**src/rtl/arbitro_sumador_pkg.sv**
```systemverilog
// pkg_sumador: shared types and widths for the adder arbiter slice
package pkg_sumador;
    typedef enum logic [1:0] {INACTIVO, SUMA, ENTREGA} estado_arb_t;
    localparam int ANCHO_OP   = 4;
    localparam int ANCHO_SUMA = 5;
    localparam int ANCHO_CONT = 8;
endpackage

```
**src/rtl/arbitro_sumador_if.sv**
```systemverilog
// arbitro_sumador_if: requester operand channels plus tagged result channel
interface arbitro_sumador_if #(
    parameter int N_REQ = 4,
    parameter int ID_W  = (N_REQ > 1) ? $clog2(N_REQ) : 1
);
    import pkg_sumador::*;
    logic [N_REQ-1:0]          req_valid;
    logic [N_REQ-1:0]          req_ready;
    logic [N_REQ*ANCHO_OP-1:0] req_a;
    logic [N_REQ*ANCHO_OP-1:0] req_b;
    logic                      res_valid;
    logic                      res_ready;
    logic [ANCHO_SUMA-1:0]     res_suma;
    logic [ID_W-1:0]           res_id;
    logic                      ocupado;
    logic [ANCHO_CONT-1:0]     cont_ops;
    modport master (
        output req_valid, req_a, req_b, res_ready,
        input  req_ready, res_valid, res_suma, res_id, ocupado, cont_ops
    );
    modport slave (
        input  req_valid, req_a, req_b, res_ready,
        output req_ready, res_valid, res_suma, res_id, ocupado, cont_ops
    );
endinterface

```
**src/rtl/arbitro_sumador_selector_rr.sv**
```systemverilog
// selector_rr: combinational round-robin picker, search starts at ptr
module selector_rr #(
    parameter int N_REQ = 4,
    parameter int ID_W  = 2
) (
    input  logic [N_REQ-1:0] valid,
    input  logic [ID_W-1:0]  ptr,
    output logic [N_REQ-1:0] grant,
    output logic [ID_W-1:0]  winner,
    output logic             any_valid
);
    logic [ID_W-1:0] cand;
    always_comb begin
        grant     = '0;
        winner    = '0;
        cand      = '0;
        any_valid = |valid;
        // walk from farthest to nearest so the nearest valid index wins
        for (int k = N_REQ - 1; k >= 0; k--) begin
            cand = ID_W'((int'(ptr) + k) % N_REQ);
            if (valid[cand]) winner = cand;
        end
        grant[winner] = any_valid;
    end
endmodule

```
**src/rtl/sumador.sv**
```systemverilog
// sumador: 4-bit adder with carry out as bit 4
module sumador
    import pkg_sumador::*;
(
    input  logic [ANCHO_OP-1:0]   a,
    input  logic [ANCHO_OP-1:0]   b,
    output logic [ANCHO_SUMA-1:0] suma
);
    assign suma = {1'b0, a} + {1'b0, b};
endmodule

```
**src/rtl/arbitro_sumador.sv**
```systemverilog
// arbitro_sumador: round-robin sharing of one sumador among N_REQ requesters
module arbitro_sumador
    import pkg_sumador::*;
#(
    parameter int N_REQ = 4
) (
    input logic clk,
    input logic rst_n,
    arbitro_sumador_if.slave bus
);
    localparam int ID_W = (N_REQ > 1) ? $clog2(N_REQ) : 1;
    estado_arb_t           estado, estado_sig;
    logic [ID_W-1:0]       ptr, id_reg, res_id_reg, winner;
    logic [ANCHO_OP-1:0]   a_reg, b_reg;
    logic [ANCHO_SUMA-1:0] suma, suma_reg;
    logic [ANCHO_CONT-1:0] cont;
    logic [N_REQ-1:0]      grant;
    logic                  any_valid, toma, entrega;
    selector_rr #(.N_REQ(N_REQ), .ID_W(ID_W)) u_sel (
        .valid(bus.req_valid), .ptr(ptr), .grant(grant), .winner(winner), .any_valid(any_valid)
    );
    sumador u_sumador (.a(a_reg), .b(b_reg), .suma(suma));
    assign toma          = (estado == INACTIVO) && any_valid;
    assign entrega       = (estado == ENTREGA) && bus.res_ready;
    // rst_n gating keeps grants silent while reset is held
    assign bus.req_ready = (estado == INACTIVO && rst_n) ? grant : '0;
    assign bus.res_valid = (estado == ENTREGA);
    assign bus.ocupado   = (estado != INACTIVO);
    assign bus.res_suma  = suma_reg;
    assign bus.res_id    = res_id_reg;
    assign bus.cont_ops  = cont;
    always_comb begin
        estado_sig = estado;
        estado_sig = toma ? SUMA : (estado == SUMA) ? ENTREGA : entrega ? INACTIVO : estado;
    end
    always_ff @(posedge clk or negedge rst_n) begin
        if (!rst_n) begin
            estado     <= INACTIVO;
            ptr        <= '0;
            a_reg      <= '0;
            b_reg      <= '0;
            id_reg     <= '0;
            suma_reg   <= '0;
            res_id_reg <= '0;
            cont       <= '0;
        end else begin
            estado <= estado_sig;
            if (toma) begin
                a_reg  <= bus.req_a[ANCHO_OP*int'(winner) +: ANCHO_OP];
                b_reg  <= bus.req_b[ANCHO_OP*int'(winner) +: ANCHO_OP];
                id_reg <= winner;
                ptr    <= (winner == ID_W'(N_REQ - 1)) ? '0 : winner + 1'b1;
            end
            if (estado == SUMA) begin
                suma_reg   <= suma;
                res_id_reg <= id_reg;
            end
            if (entrega) cont <= cont + 1'b1;
        end
    end
endmodule

```
**src/flat_wrapper.sv**
```systemverilog
// flat-port wrapper written by rule: the top's interface ports become plain ports
module arbitro_sumador_flat import pkg_sumador::*;
#(
    parameter int N_REQ = 4
)
  (clk, rst_n, bus_req_valid, bus_req_a, bus_req_b, bus_res_ready, bus_req_ready, bus_res_valid, bus_res_suma, bus_res_id, bus_ocupado, bus_cont_ops);
  arbitro_sumador_if #(.N_REQ(N_REQ)) bus_i ();
  input logic clk;
  input logic rst_n;
  input wire logic [$bits(bus_i.req_valid)-1:0] bus_req_valid;
  input wire logic [$bits(bus_i.req_a)-1:0] bus_req_a;
  input wire logic [$bits(bus_i.req_b)-1:0] bus_req_b;
  input wire logic [$bits(bus_i.res_ready)-1:0] bus_res_ready;
  output wire logic [$bits(bus_i.req_ready)-1:0] bus_req_ready;
  output wire logic [$bits(bus_i.res_valid)-1:0] bus_res_valid;
  output wire logic [$bits(bus_i.res_suma)-1:0] bus_res_suma;
  output wire logic [$bits(bus_i.res_id)-1:0] bus_res_id;
  output wire logic [$bits(bus_i.ocupado)-1:0] bus_ocupado;
  output wire logic [$bits(bus_i.cont_ops)-1:0] bus_cont_ops;
  assign bus_i.req_valid = bus_req_valid;
  assign bus_i.req_a = bus_req_a;
  assign bus_i.req_b = bus_req_b;
  assign bus_i.res_ready = bus_res_ready;
  assign bus_req_ready = bus_i.req_ready;
  assign bus_res_valid = bus_i.res_valid;
  assign bus_res_suma = bus_i.res_suma;
  assign bus_res_id = bus_i.res_id;
  assign bus_ocupado = bus_i.ocupado;
  assign bus_cont_ops = bus_i.cont_ops;
  arbitro_sumador #(.N_REQ(N_REQ)) u_core (.clk(clk), .rst_n(rst_n), .bus(bus_i));
endmodule
```
**config.mk**
```make
export PLATFORM = sky130hd
export DESIGN_NAME = arbitro_sumador_flat
export DESIGN_NICKNAME = d
export VERILOG_FILES = /design/src/rtl/arbitro_sumador_pkg.sv /design/src/rtl/arbitro_sumador_if.sv /design/src/rtl/arbitro_sumador_selector_rr.sv /design/src/rtl/sumador.sv /design/src/rtl/arbitro_sumador.sv /design/src/flat_wrapper.sv
export SDC_FILE = /design/constraint.sdc
export NUM_CORES = 1
export LEC_CHECK = 0
export ABC_AREA = 1
export BUFFER_PORTS_ARGS = -buffer_cell sky130_fd_sc_hd__buf_2
export CORE_MARGIN = 2
export CORE_UTILIZATION = 33
export DETAILED_ROUTE_END_ITERATION = 10
export GPL_TIMING_DRIVEN = 0
export HOLD_SLACK_MARGIN = 0.15
export PLACE_DENSITY = 0.63
export SYNTH_ARGS = -nofsm -noshare
export SYNTH_HDL_FRONTEND = slang
export SYNTH_HIERARCHICAL = 1
export SYNTH_SLANG_ARGS = --single-unit
```
**constraint.sdc**
```tcl
create_clock -name clk -period 2.4 [get_ports clk]
set_input_delay 0.36 -clock clk [delete_from_list [all_inputs] [get_ports clk]]
set_output_delay 0.36 -clock clk [all_outputs]
set_load 0.01 [all_outputs]
```
* After elaboration in Yosys (flattened, before gate mapping)
Index checks and enable logic that the tools add are counted.
** Word-level totals
- Register bits :: 29
- Bits of input ports :: 39
- Output and inout port bits :: 21
- Word-level logic and storage cells :: 53
** Operators by class
- Add/sub/neg operators :: 6
- Order comparisons :: 6
- Eq/ne operators :: 3
- Shift operators :: 2
- Mux-type cells :: 19
- Bitwise operators :: 1
- Reductions and logical operators :: 8
** Operator list (number)
- $shiftx 16x5->4 :: 2
- $mux 2 :: 8
- $lt 2x3->1 const B :: 5
- $add 8x1->8 const B :: 1
- $bmux 1 s2 :: 4
- $add 4x4->5 :: 1
- $mux 1 :: 5
- $add 2x1->2 const B :: 2
- $add 2x2->2 const B :: 2
- $and 4x4->4 :: 1
- $eq 2x2->1 const B :: 2
- $logic_and 1x1->1 :: 4
- $mux 4 :: 1
- $reduce_or 4->1 :: 1
- $reduce_bool 3->1 :: 1
- $demux 1 s2 :: 1
- $eq 2x1->1 const B :: 1
- $ge 2x1->1 const B :: 1
- $logic_not 2->1 :: 1
- $reduce_bool 2->1 :: 1

* Longest topological paths before layout
- Word-level depth :: 13
- Gate-level depth with buffers :: 17
- Depth with buffers taken out :: 15

* Modules after synthesis
Netlist, hierarchy kept.
** Modules (own cells, without submodules)
- arbitro_sumador :: times used 1, cells an instance 194, area an instance 1524.0 um^2, seq. area each 725.7 um^2
- selector_rr :: times used 1, cells an instance 55, area an instance 245.2 um^2, seq. area each 0.0 um^2
- sumador :: times used 1, cells an instance 25, area an instance 157.7 um^2, seq. area each 0.0 um^2

* Worst setup path after synthesis
Ideal clock, no wire load.
- Kind :: flip-flop to flip-flop
- From :: reg u_core.ptr[0]
- To :: reg u_core.a_reg[0]
- Library setup time :: 0.124 ns
- Data arrival time :: 1.606 ns
- Data required time :: 2.276 ns
- Setup slack :: 0.670 ns
- Cell stages (with the launch flop) :: 16
- Path buffers :: 3
- Clock period less this slack :: 1.730 ns
- Cell sequence :: dfrtp_1 > buf_6 > inv_4 > nand2_1 > nand2_1 > nand2_2 > nand3_1 > nand3_1 > nand2_2 > buf_4 > inv_2 > buf_4 > nand2_1 > nand2_1 > nand3_1 > nand3_1
** On the way
- Cells in the longest elaborated chain, start to end :: 8
- Elaborated cells between the ends (all ways) :: 16
- Classes of those cells :: 3 x add/sub; 1 x shift; 12 x mux
** RTL lines
- from (decl) :: RTL line arbitro_sumador.sv:13 : logic [ID_W-1:0] ptr, id_reg, res_id_reg, winner;
- from (signal assigned) :: RTL line arbitro_sumador.sv:52 : ptr <= (winner == ID_W'(N_REQ - 1)) ? '0 : winner + 1'b1;
- $add 2x2->2 :: RTL line arbitro_sumador_selector_rr.sv:20 : cand = ID_W'((int'(ptr) + k) % N_REQ);
- $bmux 1 s2 :: RTL line arbitro_sumador_selector_rr.sv:21 : if (valid[cand]) winner = cand;
- $mux 1 (not written as such) :: RTL line arbitro_sumador_selector_rr.sv:21
- $mux 2 (3 in a row) :: RTL line arbitro_sumador_selector_rr.sv:21
- $mux 2 (*) :: RTL line arbitro_sumador_selector_rr.sv:21
- net u_core.winner[0] :: RTL line arbitro_sumador.sv:13
- $shiftx 16x5->4 (*) :: RTL line arbitro_sumador.sv:49 : a_reg <= bus.req_a[ANCHO_OP*int'(winner) +: ANCHO_OP];
- to (signal assigned) :: RTL line arbitro_sumador.sv:49
- to (decl) :: RTL line arbitro_sumador.sv:14 : logic [ANCHO_OP-1:0] a_reg, b_reg;
Mark *: on every way through the listed nets, which the timed path passes. The rest lies on a longest branch. The select of a mux whose other input is x is not followed.
A chain may end at the register's enable or synchronous reset.

* Worst setup path in the final report
- From :: reg u_core.ptr[0]
- To :: out bus_req_ready[1]
** On the way
- Cells in the longest elaborated chain, start to end :: 13
- Elaborated cells between the ends (all ways) :: 22
- Classes of those cells :: 3 x add/sub; 2 x order compare; 15 x mux; 1 x bitwise; 1 x reduce/logical
** RTL lines
- $add 2x2->2 :: RTL line arbitro_sumador_selector_rr.sv:20
- $bmux 1 s2 :: RTL line arbitro_sumador_selector_rr.sv:21
- $mux 1 (not written as such) :: RTL line arbitro_sumador_selector_rr.sv:21
- $mux 2 (3 in a row) :: RTL line arbitro_sumador_selector_rr.sv:21
- $mux 2 (*) :: RTL line arbitro_sumador_selector_rr.sv:21
- net u_core.winner[0] :: RTL line arbitro_sumador.sv:13
- $lt 2x3->1 (not written as such) / $ge 2x1->1 (equally long branches) :: RTL line arbitro_sumador_selector_rr.sv:23 : grant[winner] = any_valid;
- $logic_and 1x1->1 (not written as such) :: RTL line arbitro_sumador_selector_rr.sv:23
- $mux 1 (not written as such) :: RTL line arbitro_sumador_selector_rr.sv:23
- $demux 1 s2 (*) :: RTL line arbitro_sumador_selector_rr.sv:23
- $and 4x4->4 (no source line) (*)
- net u_core.grant[1] :: RTL line arbitro_sumador.sv:17 : logic [N_REQ-1:0] grant;
- $mux 4 (*) :: RTL line arbitro_sumador.sv:26 : assign bus.req_ready = (estado == INACTIVO && rst_n) ? grant : '0;
- to (decl) :: RTL line flat_wrapper.sv:14 : output wire logic [$bits(bus_i.req_ready)-1:0] bus_req_ready;
Marked as above.

==> results.toml <==
[outcome]
status = "complete, no violations"

[drt]
drt_pass1_iterations = 4
routed_wl_um = 4150
post-route-drc-count = 0
dr.first_iter.drc_count = 84
ant_nets = 0
dr_total_vias = 1822
routed_vias_inst = 4.40
routedWlPerCell_um = 10.0

[sta]
worst_case_hold_slack_ns = 0.350
grt_setup_unrepaired = "no"
worstMarginPinSlew_ns = 0.400
fmax_mhz = 466
finalSetupViolations = 0
fin_setup_tns_ns = 0
timing.final.crit_period_ns = 2.15
timing.final.crit_share_pct = 89.4
finClkSkew_ns = 0.00358
slew_violations = 0
maxSlewHeadroom_pct = 73.3
final_hold_viol_count = 0

[cts]
clock_buffers_created_by_tritoncts = 5
cts.path.max_buffers = 2
cts.clk_slew.worst_paths_ns = 0.06
ctsRootBufferMaster = "sky130_fd_sc_hd__clkbuf_8"
clock_tree_from_tritoncts = "built"
clock_sinks = 29
cts_setup_buffers = 0
h_tree_depth = 2
insertion_delay_ns = 0.28

[grt]
track_usage_pct = 14.2
grt_start_max_net_pins = 31
grt_pass1_wl_um = 7330
grt_overflow_total = 0
antenna_violations_before_repair = 0
first_global_vias = 1723

[critical_path]
cp_data_arrival_time_ns = 1.79
timing.critical_path.to_type = "primary output"
critPathMaxFanout = 10
crit_type = "reg2out"
cp.required_ns = 2.04
timing.critical_path.from_type = "flip-flop"

[pwr]
internal-power_mw = 0.797
vdd_ir_drop_max_mv = 0.268
power.share.combinational_pct = 11.4
clock_power_share_pct = 41.8
switching_share_pct = 23.7
power_density_nw_per_um2 = 431
seq_power_share_pct = 46.8
p_leak_nw = 1.46
switching_power_mw = 0.247

[synth]
synthTopCellsByArea = "sky130_fd_sc_hd__dfrtp_1 38%, sky130_fd_sc_hd__nand2_1 25%, sky130_fd_sc_hd__nand3_1 7.3%, sky130_fd_sc_hd__inv_1 5.3%, sky130_fd_sc_hd__ha_1 3.9%"
postSynthCellCount = 274
yosys_register_bits = 29
synth.lib_cells_used.distinct = 28
synthDominantAreaCellType = "sky130_fd_sc_hd__dfrtp_1"
yosys_warnings = 6
yosys_top_cell_area_share_pct = 37.7
synth_area_um2 = 1930
syn_area_per_cell_um2 = 7.03
postSynthNetCount = 320
synth.yosys.seq_area_share_pct = 37.7

[cells_and_area]
final_cell_mix = "126 x sky130_fd_sc_hd__nand2_1, 60 x sky130_fd_sc_hd__buf_2, 29 x sky130_fd_sc_hd__dfrtp_1"
final_layout_size_suffix_gt1_share_pct = 28.7
final_core_util_pct = 43.5
flip_flop_count_of_the_largest_register_all_copies_and_words_added = 8
fin_nets = 387
fill_cells = 622
design_area_um2 = 2430
layout_commonest_cell = "sky130_fd_sc_hd__nand2_1"
antennaDiodeCount = 0
finalNonFillerCells = 414
area_growth_pct = 25.9

[die]
fp.dieH_um = 80.4
floorplan.initialDensity_pct = 34.6
rows = 27
design.core.area_um2 = 5570
floorplan.io_pins = 60
die-width_um = 80.4
die_area_um2 = 6470

[placed_design]
place.detailed.instances = 405
dp.final_hpwl_um = 3290
post_dp_cell_area_um2 = 2310
finalWeightedCongestion = 0.858
place.port_buffers = 59

[job]
maxCapViolations = 0

[worst_hold_path]
holdCritPathClass = "in2reg"
[cell usage after synthesis]
cell and n:
sky130_fd_sc_hd__a21oi_1 3, sky130_fd_sc_hd__a21oi_2 1, sky130_fd_sc_hd__buf_2 2, sky130_fd_sc_hd__buf_4 2
sky130_fd_sc_hd__buf_6 2, sky130_fd_sc_hd__dfrtp_1 29, sky130_fd_sc_hd__fa_1 1, sky130_fd_sc_hd__ha_1 6
sky130_fd_sc_hd__inv_1 27, sky130_fd_sc_hd__inv_2 5, sky130_fd_sc_hd__inv_4 1, sky130_fd_sc_hd__mux2_2 6
sky130_fd_sc_hd__nand2_1 126, sky130_fd_sc_hd__nand2_2 4, sky130_fd_sc_hd__nand2_4 1, sky130_fd_sc_hd__nand3_1 28
sky130_fd_sc_hd__nand3_2 1, sky130_fd_sc_hd__nand3b_1 2, sky130_fd_sc_hd__nand4_1 1, sky130_fd_sc_hd__nor2_1 9
sky130_fd_sc_hd__nor2_2 3, sky130_fd_sc_hd__nor2_4 2, sky130_fd_sc_hd__o21ai_0 4, sky130_fd_sc_hd__o21ai_1 1
sky130_fd_sc_hd__o21ai_2 1, sky130_fd_sc_hd__o31ai_1 1, sky130_fd_sc_hd__xnor2_1 3, sky130_fd_sc_hd__xor2_1 2
[layout make-up]
class / count / area (um2) / area share [%]
Buffer: 6 / 47.5 / 1.96
Clock buffer: 7 / 96.3 / 3.97
Clock inverter: 1 / 5.00 / 0.206
Inverter: 33 / 126 / 5.21
Multi-Input combinational cell: 206 / 1030 / 42.3
Sequential cell: 29 / 726 / 29.9
Tap cell: 72 / 90.1 / 3.71
Timing Repair Buffer: 60 / 308 / 12.7
[worst max-delay path, cell delays in order, from the launching register on]
cell	delay [ns]
sky130_fd_sc_hd__dfrtp_1	0.39
sky130_fd_sc_hd__buf_6	0.15
sky130_fd_sc_hd__inv_4	0.07
sky130_fd_sc_hd__nand2_1	0.06
sky130_fd_sc_hd__nand3_1	0.10
sky130_fd_sc_hd__nand2_1	0.07
sky130_fd_sc_hd__inv_2	0.07
sky130_fd_sc_hd__nand3_1	0.10
sky130_fd_sc_hd__nand2_2	0.13
sky130_fd_sc_hd__nand2_1	0.07
sky130_fd_sc_hd__inv_1	0.05
sky130_fd_sc_hd__inv_1	0.03
sky130_fd_sc_hd__nor2_1	0.08
sky130_fd_sc_hd__buf_2	0.13
[cell families (layout without fill, tap and decap cells)]
family | count (synthesis) | count (layout) | share of synthesized area [%]
adder cells (fa/ha/maj) | 7 | 7 | 4.94
XOR/XNOR | 5 | 5 | 2.27
AND/OR/NAND/NOR | 177 | 177 | 39.2
buffers and inverters | 39 | 107 | 9.03
multiplexers | 6 | 6 | 3.51
AO/OA/AOI/OAI | 11 | 11 | 3.38
flip-flops | 29 | 29 | 37.7
[power by group through the flow]
stage / registers (mW) / logic (mW) / clock network [mW]
after floorplan: 0.498 / 0.0646 / 0
after global placement: 0.498 / 0.117 / 0
after detailed placement: 0.498 / 0.119 / 0
after CTS: 0.489 / 0.121 / 0.454
after global routing: 0.489 / 0.141 / 0.471
final: 0.489 / 0.119 / 0.437
[worst paths after layout]
check / from / to / slack, ns / depth (start not counted)
max reg2reg: u_core/ptr[0] / u_core/a_reg[0] / 0.42 / 16
max in group asynchronous: rst_n / u_core/a_reg[0] / 1.54 / 2
min in group asynchronous: rst_n / u_core/bus.cont_ops[6] / 0.57 / 2
max: u_core/ptr[0] / bus_req_ready[1] / 0.25 / 13
min reg2reg: u_core/bus.cont_ops[7] / u_core/bus.cont_ops[7] / 0.48 / 2
min: bus_res_ready / u_core/estado[1] / 0.35 / 2
[metal layers]
layer	up-vias	wire (um)	GRT usage, %	share of wire [%]
li1	981	-	-	-
met1	788	2020	18.5	49
met2	47	1840	23.0	44
met3	6	220	3.37	5.3
met4	0	58	5.08	1.4
met5	-	0	0	0
[per-stage QoR]
step                      power [mW]  setup slack, ns
final                           1.04            0.253
after global routing            1.10           0.0150
after CTS                       1.06           0.0731
after detailed placement       0.617            0.407
after global placement         0.615            0.442
after floorplan                0.563            0.670
[what timing repair did]
item	in CTS	in global routing
setup endpoints to repair	0	4
endpoints found under the hold margin	29	0
resized for setup	0	1
hold buffers	1	0
(Power assumes the default switching activity.)
